`src/rtl/fft64_r4_ctrl_pkg.sv`:
```
// Shared constants, FSM encoding, delay-line payloads and the radix-4 address/twiddle helpers
// for the 64-point FFT sequencer.
package fft64_r4_ctrl_pkg;

  localparam int unsigned FFT_N      = 64;
  localparam int unsigned FFT_STAGES = 3;
  localparam int unsigned ADDR_WID   = 6;
  localparam int unsigned LANES      = 4;
  localparam int unsigned GRP_W      = 4;
  localparam int unsigned TW_W       = 6;
  localparam int unsigned BUS_W      = LANES * ADDR_WID;

  typedef enum logic [1:0] {
    S_IDLE   = 2'd0,
    S_ISSUE  = 2'd1,
    S_DRAIN  = 2'd2,
    S_FINISH = 2'd3
  } state_t;

  typedef struct packed {
    logic            vld;
    logic [TW_W-1:0] idx;
  } tw_pld_t;

  typedef struct packed {
    logic             vld;
    logic [BUS_W-1:0] addr;
  } wr_pld_t;

  // Stride per stage is 16, 4, 1; the shift is its log2.
  function automatic logic [2:0] stride_sh(input logic [1:0] s);
    case (s)
      2'd0:    return 3'd4;
      2'd1:    return 3'd2;
      default: return 3'd0;
    endcase
  endfunction

  function automatic logic [BUS_W-1:0] lane_addrs(input logic [1:0] s, input logic [GRP_W-1:0] g);
    logic [2:0]          sh;
    logic [ADDR_WID-1:0] st, blk, off, base;
    logic [BUS_W-1:0]    a;
    sh   = stride_sh(s);
    st   = ADDR_WID'(1) << sh;
    blk  = ADDR_WID'(g) >> sh;
    off  = ADDR_WID'(g) & (st - ADDR_WID'(1));
    base = (blk << (sh + 3'd2)) + off;
    a    = '0;
    for (int k = 0; k < int'(LANES); k++) begin
      a[k*ADDR_WID +: ADDR_WID] = base + st * ADDR_WID'(k);
    end
    return a;
  endfunction

  // Twiddle exponent is off * 4^s, wrapping mod 64.
  function automatic logic [TW_W-1:0] tw_index(input logic [1:0] s, input logic [GRP_W-1:0] g);
    logic [2:0]      sh;
    logic [TW_W-1:0] off;
    sh  = stride_sh(s);
    off = TW_W'(g) & ((TW_W'(1) << sh) - TW_W'(1));
    return off << {s, 1'b0};
  endfunction

endpackage

```
`src/rtl/fft64_r4_ctrl_if.sv`:
```
// Control/address bundle between the FFT sequencer and the wrapper, RAM, ROM and butterfly core.
interface fft64_r4_ctrl_if;
  import fft64_r4_ctrl_pkg::*;

  logic             start_i;
  logic             busy_o;
  logic             done_o;
  logic [1:0]       stage_o;
  logic             rd_en_o;
  logic [BUS_W-1:0] rd_addr_o;
  logic             tw_en_o;
  logic [TW_W-1:0]  tw_idx_o;
  logic             wr_en_o;
  logic [BUS_W-1:0] wr_addr_o;

  modport master (
    input  start_i,
    output busy_o, done_o, stage_o, rd_en_o, rd_addr_o,
    output tw_en_o, tw_idx_o, wr_en_o, wr_addr_o
  );

  modport slave (
    output start_i,
    input  busy_o, done_o, stage_o, rd_en_o, rd_addr_o,
    input  tw_en_o, tw_idx_o, wr_en_o, wr_addr_o
  );
endinterface

```
`src/rtl/fft64_r4_ctrl_dly_line.sv`:
```
// Fixed-depth shift register with synchronous clear; aligns issue-time data to later pipeline points.
module fft_dly_line #(
  parameter int unsigned DEPTH = 1,
  parameter int unsigned WIDTH = 1
) (
  input  logic             clk_i,
  input  logic             rst_i,
  input  logic [WIDTH-1:0] d_i,
  output logic [WIDTH-1:0] q_o
);

  logic [WIDTH-1:0] r_sr [DEPTH];

  always_ff @(posedge clk_i) begin
    if (rst_i) begin
      for (int i = 0; i < int'(DEPTH); i++) r_sr[i] <= '0;
    end else begin
      r_sr[0] <= d_i;
      for (int i = 1; i < int'(DEPTH); i++) r_sr[i] <= r_sr[i-1];
    end
  end

  assign q_o = r_sr[DEPTH-1];

endmodule

```
`src/rtl/fft64_r4_ctrl.sv`:
```
// In-place 64-point radix-4 FFT sequencer: 3 stages x 16 butterfly issues with a drain gap
// between stages; read, twiddle and write-back streams are aligned to RAM and core latency.
module fft64_r4_ctrl
  import fft64_r4_ctrl_pkg::*;
#(
  parameter int unsigned RD_LAT   = 1,
  parameter int unsigned CORE_LAT = 1
) (
  input  logic             clk_i,
  input  logic             rst_i,
  fft64_r4_ctrl_if.master  bus
);

  localparam int unsigned L     = RD_LAT + CORE_LAT;
  localparam int unsigned CNT_W = $clog2(L + 1);

  state_t           r_state;
  logic [1:0]       r_stage;
  logic [GRP_W-1:0] r_grp;
  logic [CNT_W-1:0] r_drain;
  logic             r_busy, r_done, r_rd_en;
  logic [1:0]       r_stage_o;
  logic [BUS_W-1:0] r_rd_addr;
  logic [TW_W-1:0]  r_tw_idx;

  tw_pld_t w_tw_in, w_tw_out;
  wr_pld_t w_wr_in, w_wr_out;

  // Outputs are registered decodes of the state, so issue trails the start edge by one cycle.
  always_ff @(posedge clk_i) begin
    if (rst_i) begin
      r_state   <= S_IDLE;
      r_stage   <= '0;
      r_grp     <= '0;
      r_drain   <= '0;
      r_busy    <= 1'b0;
      r_done    <= 1'b0;
      r_rd_en   <= 1'b0;
      r_stage_o <= '0;
      r_rd_addr <= '0;
      r_tw_idx  <= '0;
    end else begin
      r_busy    <= (r_state != S_IDLE);
      r_done    <= (r_state == S_FINISH);
      r_rd_en   <= (r_state == S_ISSUE);
      r_stage_o <= (r_state == S_IDLE) ? 2'd0 : r_stage;
      r_rd_addr <= (r_state == S_ISSUE) ? lane_addrs(r_stage, r_grp) : '0;
      r_tw_idx  <= (r_state == S_ISSUE) ? tw_index(r_stage, r_grp) : '0;

      case (r_state)
        S_IDLE: begin
          if (bus.start_i) begin
            r_state <= S_ISSUE;
            r_stage <= 2'd0;
            r_grp   <= '0;
          end
        end
        S_ISSUE: begin
          r_grp <= r_grp + GRP_W'(1);
          if (r_grp == GRP_W'(15)) begin
            r_state <= S_DRAIN;
            r_drain <= '0;
          end
        end
        S_DRAIN: begin
          // Hold off the next stage until the last write of this one is visible.
          if (r_drain == CNT_W'(L - 1)) begin
            if (r_stage == 2'(FFT_STAGES - 1)) begin
              r_state <= S_FINISH;
            end else begin
              r_state <= S_ISSUE;
              r_stage <= r_stage + 2'd1;
              r_grp   <= '0;
            end
          end else begin
            r_drain <= r_drain + CNT_W'(1);
          end
        end
        S_FINISH: begin
          r_state <= S_IDLE;
          r_stage <= 2'd0;
        end
        default: r_state <= S_IDLE;
      endcase
    end
  end

  assign w_tw_in = '{vld: r_rd_en, idx: r_tw_idx};
  assign w_wr_in = '{vld: r_rd_en, addr: r_rd_addr};

  fft_dly_line #(.DEPTH(RD_LAT), .WIDTH($bits(tw_pld_t))) u_tw_dly (
    .clk_i (clk_i),
    .rst_i (rst_i),
    .d_i   (w_tw_in),
    .q_o   (w_tw_out)
  );

  fft_dly_line #(.DEPTH(L), .WIDTH($bits(wr_pld_t))) u_wr_dly (
    .clk_i (clk_i),
    .rst_i (rst_i),
    .d_i   (w_wr_in),
    .q_o   (w_wr_out)
  );

  assign bus.busy_o    = r_busy;
  assign bus.done_o    = r_done;
  assign bus.stage_o   = r_stage_o;
  assign bus.rd_en_o   = r_rd_en;
  assign bus.rd_addr_o = r_rd_addr;
  assign bus.tw_en_o   = w_tw_out.vld;
  assign bus.tw_idx_o  = w_tw_out.idx;
  assign bus.wr_en_o   = w_wr_out.vld;
  assign bus.wr_addr_o = w_wr_out.addr;

endmodule

```
`src/flat_wrapper.sv`:
```
// flat-port wrapper written by rule: the top's interface ports become plain ports
module fft64_r4_ctrl_flat import fft64_r4_ctrl_pkg::*;
#(
  parameter int unsigned RD_LAT   = 1,
  parameter int unsigned CORE_LAT = 1
)
  (clk_i, rst_i, bus_start_i, bus_busy_o, bus_done_o, bus_stage_o, bus_rd_en_o, bus_rd_addr_o, bus_tw_en_o, bus_tw_idx_o, bus_wr_en_o, bus_wr_addr_o);
  fft64_r4_ctrl_if bus_i ();
  input  logic clk_i;
  input  logic rst_i;
  input wire logic [$bits(bus_i.start_i)-1:0] bus_start_i;
  output wire logic [$bits(bus_i.busy_o)-1:0] bus_busy_o;
  output wire logic [$bits(bus_i.done_o)-1:0] bus_done_o;
  output wire logic [$bits(bus_i.stage_o)-1:0] bus_stage_o;
  output wire logic [$bits(bus_i.rd_en_o)-1:0] bus_rd_en_o;
  output wire logic [$bits(bus_i.rd_addr_o)-1:0] bus_rd_addr_o;
  output wire logic [$bits(bus_i.tw_en_o)-1:0] bus_tw_en_o;
  output wire logic [$bits(bus_i.tw_idx_o)-1:0] bus_tw_idx_o;
  output wire logic [$bits(bus_i.wr_en_o)-1:0] bus_wr_en_o;
  output wire logic [$bits(bus_i.wr_addr_o)-1:0] bus_wr_addr_o;
  assign bus_i.start_i = bus_start_i;
  assign bus_busy_o = bus_i.busy_o;
  assign bus_done_o = bus_i.done_o;
  assign bus_stage_o = bus_i.stage_o;
  assign bus_rd_en_o = bus_i.rd_en_o;
  assign bus_rd_addr_o = bus_i.rd_addr_o;
  assign bus_tw_en_o = bus_i.tw_en_o;
  assign bus_tw_idx_o = bus_i.tw_idx_o;
  assign bus_wr_en_o = bus_i.wr_en_o;
  assign bus_wr_addr_o = bus_i.wr_addr_o;
  fft64_r4_ctrl #(.RD_LAT(RD_LAT), .CORE_LAT(CORE_LAT)) u_core (.clk_i(clk_i), .rst_i(rst_i), .bus(bus_i));
endmodule
```
`config.mk`:
```
export PLATFORM = sky130hd
export DESIGN_NAME = fft64_r4_ctrl_flat
export DESIGN_NICKNAME = d
export VERILOG_FILES = /design/src/rtl/fft64_r4_ctrl_pkg.sv /design/src/rtl/fft64_r4_ctrl_if.sv /design/src/rtl/fft64_r4_ctrl_dly_line.sv /design/src/rtl/fft64_r4_ctrl.sv /design/src/flat_wrapper.sv
export SDC_FILE = /design/constraint.sdc
export NUM_CORES = 1
export LEC_CHECK = 0
export CAP_MARGIN = 20
export CORE_UTILIZATION = 55
export DETAILED_ROUTE_END_ITERATION = 8
export PLACE_DENSITY = 0.94
export SYNTH_ARGS = -nofsm -noshare
export SYNTH_HDL_FRONTEND = slang
export SYNTH_SLANG_ARGS = --single-unit
```
`constraint.sdc`:
```
create_clock -name clk_i -period 8.59 [get_ports clk_i]
set_clock_uncertainty 0.2 [all_clocks]
set_input_delay 0.859 -clock clk_i [delete_from_list [all_inputs] [get_ports clk_i]]
set_output_delay 0.859 -clock clk_i [all_outputs]
set_load 0.03 [all_outputs]
```
==> metrics.md <==
| Metric | Value |
|---|---|
| Mapped Cells | between 300 and 400 |
| Top_reg_cell synth | dfxtp_1 |
| DP Cell Count | approximately 490 |
| P&R area growth vs syn | 17.6% |
| Residual DRC count | 0 |
| Total global routing overflow | 0 |
| Critical Path Source Type | register |
| Slew Viols, Final | 0 |
| Setup CP Type | reg2reg |
| Worst slack, placed | 4260 ps |
| Htree depth | 3 |
| Fmax | ~220 MHz |
| Top-count cell post-synth | dfxtp_1 |
| CP required | 8590 ps |
| Combinational Power Share | 22.9% |
| Sequential power share | ~50% |
| Share of layout cells above drive strength 1 | 6.15% |
| CP max stage delay | approximately 440 ps |
| EDFF count, synth | 0 |
| Synth top cells by count | 95 x dfxtp_1, 58 x nor2b_1, 30 x nor2_1 |
| # setup viols final | 0 |
| Worst Setup End Kind | register |
| Status | finished, final reports clean |
| Crit-path most repeated cell | ha_1 |
| Die span in y | roughly 85 microns |
| Fillers | 506 |
| CTS Buf Count | 9 |
| #FFs+latches synth | between 90 and 100 |
| Row cnt | 30 |
| I/O Buffers | 63 |
| Antenna violations before repair | 0 |
| Ys async rst share | 0% |
| Routed Antenna Nets | 0 |
| Worst IR drop on VDD | around 0.11 mV |
| First-pass GRT wire length | approximately 11 mm |
| CTS max path bufs | 2 |
| Largest net degree at the start of global routing | 68 |
| Area share of the largest cell type after synthesis | 49.8% |
| Clock power share | 27.6% |
| Syn_area_per_cell | roughly 10 sq um |
| Tcrit/Tclk final | approximately 52% |
| Overall Power | approximately 0.99 mW |
| Worst r2r dst | u_core.bus.rd_addr_o[23]$_SDFF_PP0_ |
| Final nets | 450 |
| Synth Warn # | 0 |
| Routed wl met3 | ~270 microns |
| Hold_buf cts | 0 |
| Via density | 5.03 |
| Top Metal Used | met4 |
| Fin Setup TNS | 0 ps |
| Worst Slack Setup Final | 4130 ps |
| Top post-synthesis cells by area | dfxtp_1 50%, nor2b_1 9.5%, ha_1 8.8% |
| Vias | 2529 |
| # diodes | 0 |
| R2r setup slk | 4130 ps |
| DIE WIDTH | 85.4 microns |
| Final hold violation count | 0 |
| Worst Path Arrival | 4460 ps |
| Post-synthesis sequential area ratio | 49.8% |
| Max Cap Violations | 0 |
| Crit. Startpoint | u_core.r_stage[0]$_SDFFE_PP0P_ |
| Root Buffer | clkbuf_8 |
| Tightest Pin Transition | 868 ps |
| Switching part of the total | 31.9% |
| CTS sink cnt | 95 |
| Area of the mapped netlist | 3820 sq um |
| Hold Path Sink | u_core.u_tw_dly.r_sr[0][1]$_SDFF_PP0_ |
| Die Footprint | ~7300 sq um |
| Slowest cell on the critical path | dfxtp_1 |
| Final min period | 4460 ps |
| Wl on met1 | 2.80 mm |
| Met2 wire len | 3.28 mm |
| CP cell instances | inv_1, ha_1, nor2_1, and2_1, ha_1, a21oi_1, a21boi_0, nor2_1, ha_1, ha_1, nor2b_1, o21a_1, or3_1, a211oi_1, nor3b_1 |
| Initial DRC Count | 83 |
| P_sw | 0.316 mW |
| Post-synth top area cell | dfxtp_1 |
| Post-DP HPWL | 4.68 mm |
| RSZ-0062 raised after global routing | false |
| Synth cell types | between 40 and 50 |
| FF-to-FF Start | u_core.r_stage[0]$_SDFFE_PP0P_ |
| Hold depth | 1 |
| Worst-skew pair later-pin latency | 360 ps |
| WL/cell | 12.8 microns |
| # Post-CTS Setup Buffers | 0 |
| CTS tree | done |
| Vias in the first global route | 2375 |
| Leakage | between 1.5 and 2 nW |
| Cell Int Power | 0.675 mW |
| Worst path bufs/invs | 1 |
| Total track usage | 18.7% |
| Starting Density | 56.6% |
| Non-filler instance count after layout | slightly above 500 |
| Hold path startpoint | u_core.r_tw_idx[1]$_SDFF_PP0_ |
| Cell family with most CP delay | adder cells |
| PwrDens | 220 nW/um^2 |
| Total routed wirelength | between 6 and 7 mm |
| Clk slew on worst S/H paths | approximately 100 ps |
| Core area | 6760 sq um |
| Worst hold path type | reg2reg |
| DRT Pass-1 Iters | 4 |
| Crit-path max FO | 12 |
| Ports | 64 |
| Reg2Reg Depth | 15 |
| PostCTS Resize Cnt | 0 |
| Slew HR | 42.1% |
| Gpl congestion | 0.778 |
[routing by layer]
layer / GRT usage [%] / vias to the layer above
li1: - / 1291
met2: 33.2 / 63
met1: 22.1 / 1168
met4: 6.82 / 0
met3: 4.38 / 7
met5: 0 / -
[how the worst max path moves through the flow]
stage	slack, ps	cells past startpoint	endpoint
after global routing	3850	15	u_core.bus.rd_addr_o[23]$_SDFF_PP0_
after CTS	4200	15	u_core.bus.rd_addr_o[23]$_SDFF_PP0_
after detailed placement	4260	15	u_core.bus.rd_addr_o[23]$_SDFF_PP0_
after global placement	4450	14	u_core.bus.rd_addr_o[23]$_SDFF_PP0_
final	4130	15	u_core.bus.rd_addr_o[23]$_SDFF_PP0_
after floorplan	4680	16	u_core.bus.rd_addr_o[23]$_SDFF_PP0_
[layout by cell type (no fill, tap or decap), drive strengths merged, types with 2 or more instances in the layout]
master,synthesis,final
a211oi,4,4
a21o,3,3
a21oi,11,11
a221oi,2,2
a22oi,2,2
a31oi,2,2
and2,11,11
buf,29,2
clkbuf,11,9
clkdlybuf4s50,0,62
clkinv,0,3
conb,2,3
dfxtp,95,95
fa,2,2
ha,27,27
inv,18,22
mux2,2,2
mux2i,5,5
nand2,14,14
nand2b,3,3
nand3,7,7
nand3b,2,2
nor2,30,30
nor2b,58,58
nor3,7,7
nor3b,2,2
nor4,3,3
o21ai,3,3
xnor2,7,7
xor2,3,3
[power by group through the flow]
stage | logic (mW) | clock network, mW | registers, mW
after floorplan | 0.135 | 0 | 0.527
final | 0.227 | 0.274 | 0.490
after detailed placement | 0.227 | 0 | 0.500
after CTS | 0.228 | 0.281 | 0.490
after global routing | 0.248 | 0.303 | 0.493
after global placement | 0.221 | 0 | 0.499
[logic make-up after synthesis]
family / synth area share [%]
other: 0.196
flip-flops: 49.8
multiplexers: 1.90
AND/OR/NAND/NOR: 21.1
buffers and inverters: 8.35
AO/OA/AOI/OAI: 6.51
adder cells (fa/ha/maj): 9.89
XOR/XNOR: 2.29
[through the flow]
stage | hold slack [ps] | area [sq um] | util (%)
final | 242 | 4500 | 66.6
after global routing | 255 | 4500 | 66.6
after CTS | 245 | 4500 | 66.6
after detailed placement | 223 | 4310 | 63.8
after global placement | 216 | 4310 | 63.8
after floorplan | 214 | 3830 | -
[cell type report]
cell class | count | area (sq um) | area share [%]
repair buffers | 64 | 633 | 14.1
inverters | 18 | 67.6 | 1.50
well taps | 80 | 100 | 2.23
flip-flops and latches | 95 | 1900 | 42.3
multi-input cells | 230 | 1610 | 35.7
clock inverters | 7 | 65.1 | 1.45
clock buffers | 9 | 124 | 2.75
[registers in the layout (all words and copies together) (netlist names)]
| register | count |
|---|---|
| u_core.r_grp | 4 |
| u_core.u_tw_dly.r_sr | 6 |
| u_core.r_stage | 2 |
| u_core.r_drain | 2 |
| u_core.bus.done_o | 1 |
| u_core.bus.rd_addr_o | 22 |
| u_core.r_state | 2 |
| u_core.bus.busy_o | 1 |
| u_core.bus.stage_o | 2 |
| u_core.bus.rd_en_o | 1 |
| u_core.u_wr_dly.r_sr | 46 |
| u_core.r_tw_idx | 6 |
Power figures use the tool's default switching activity.
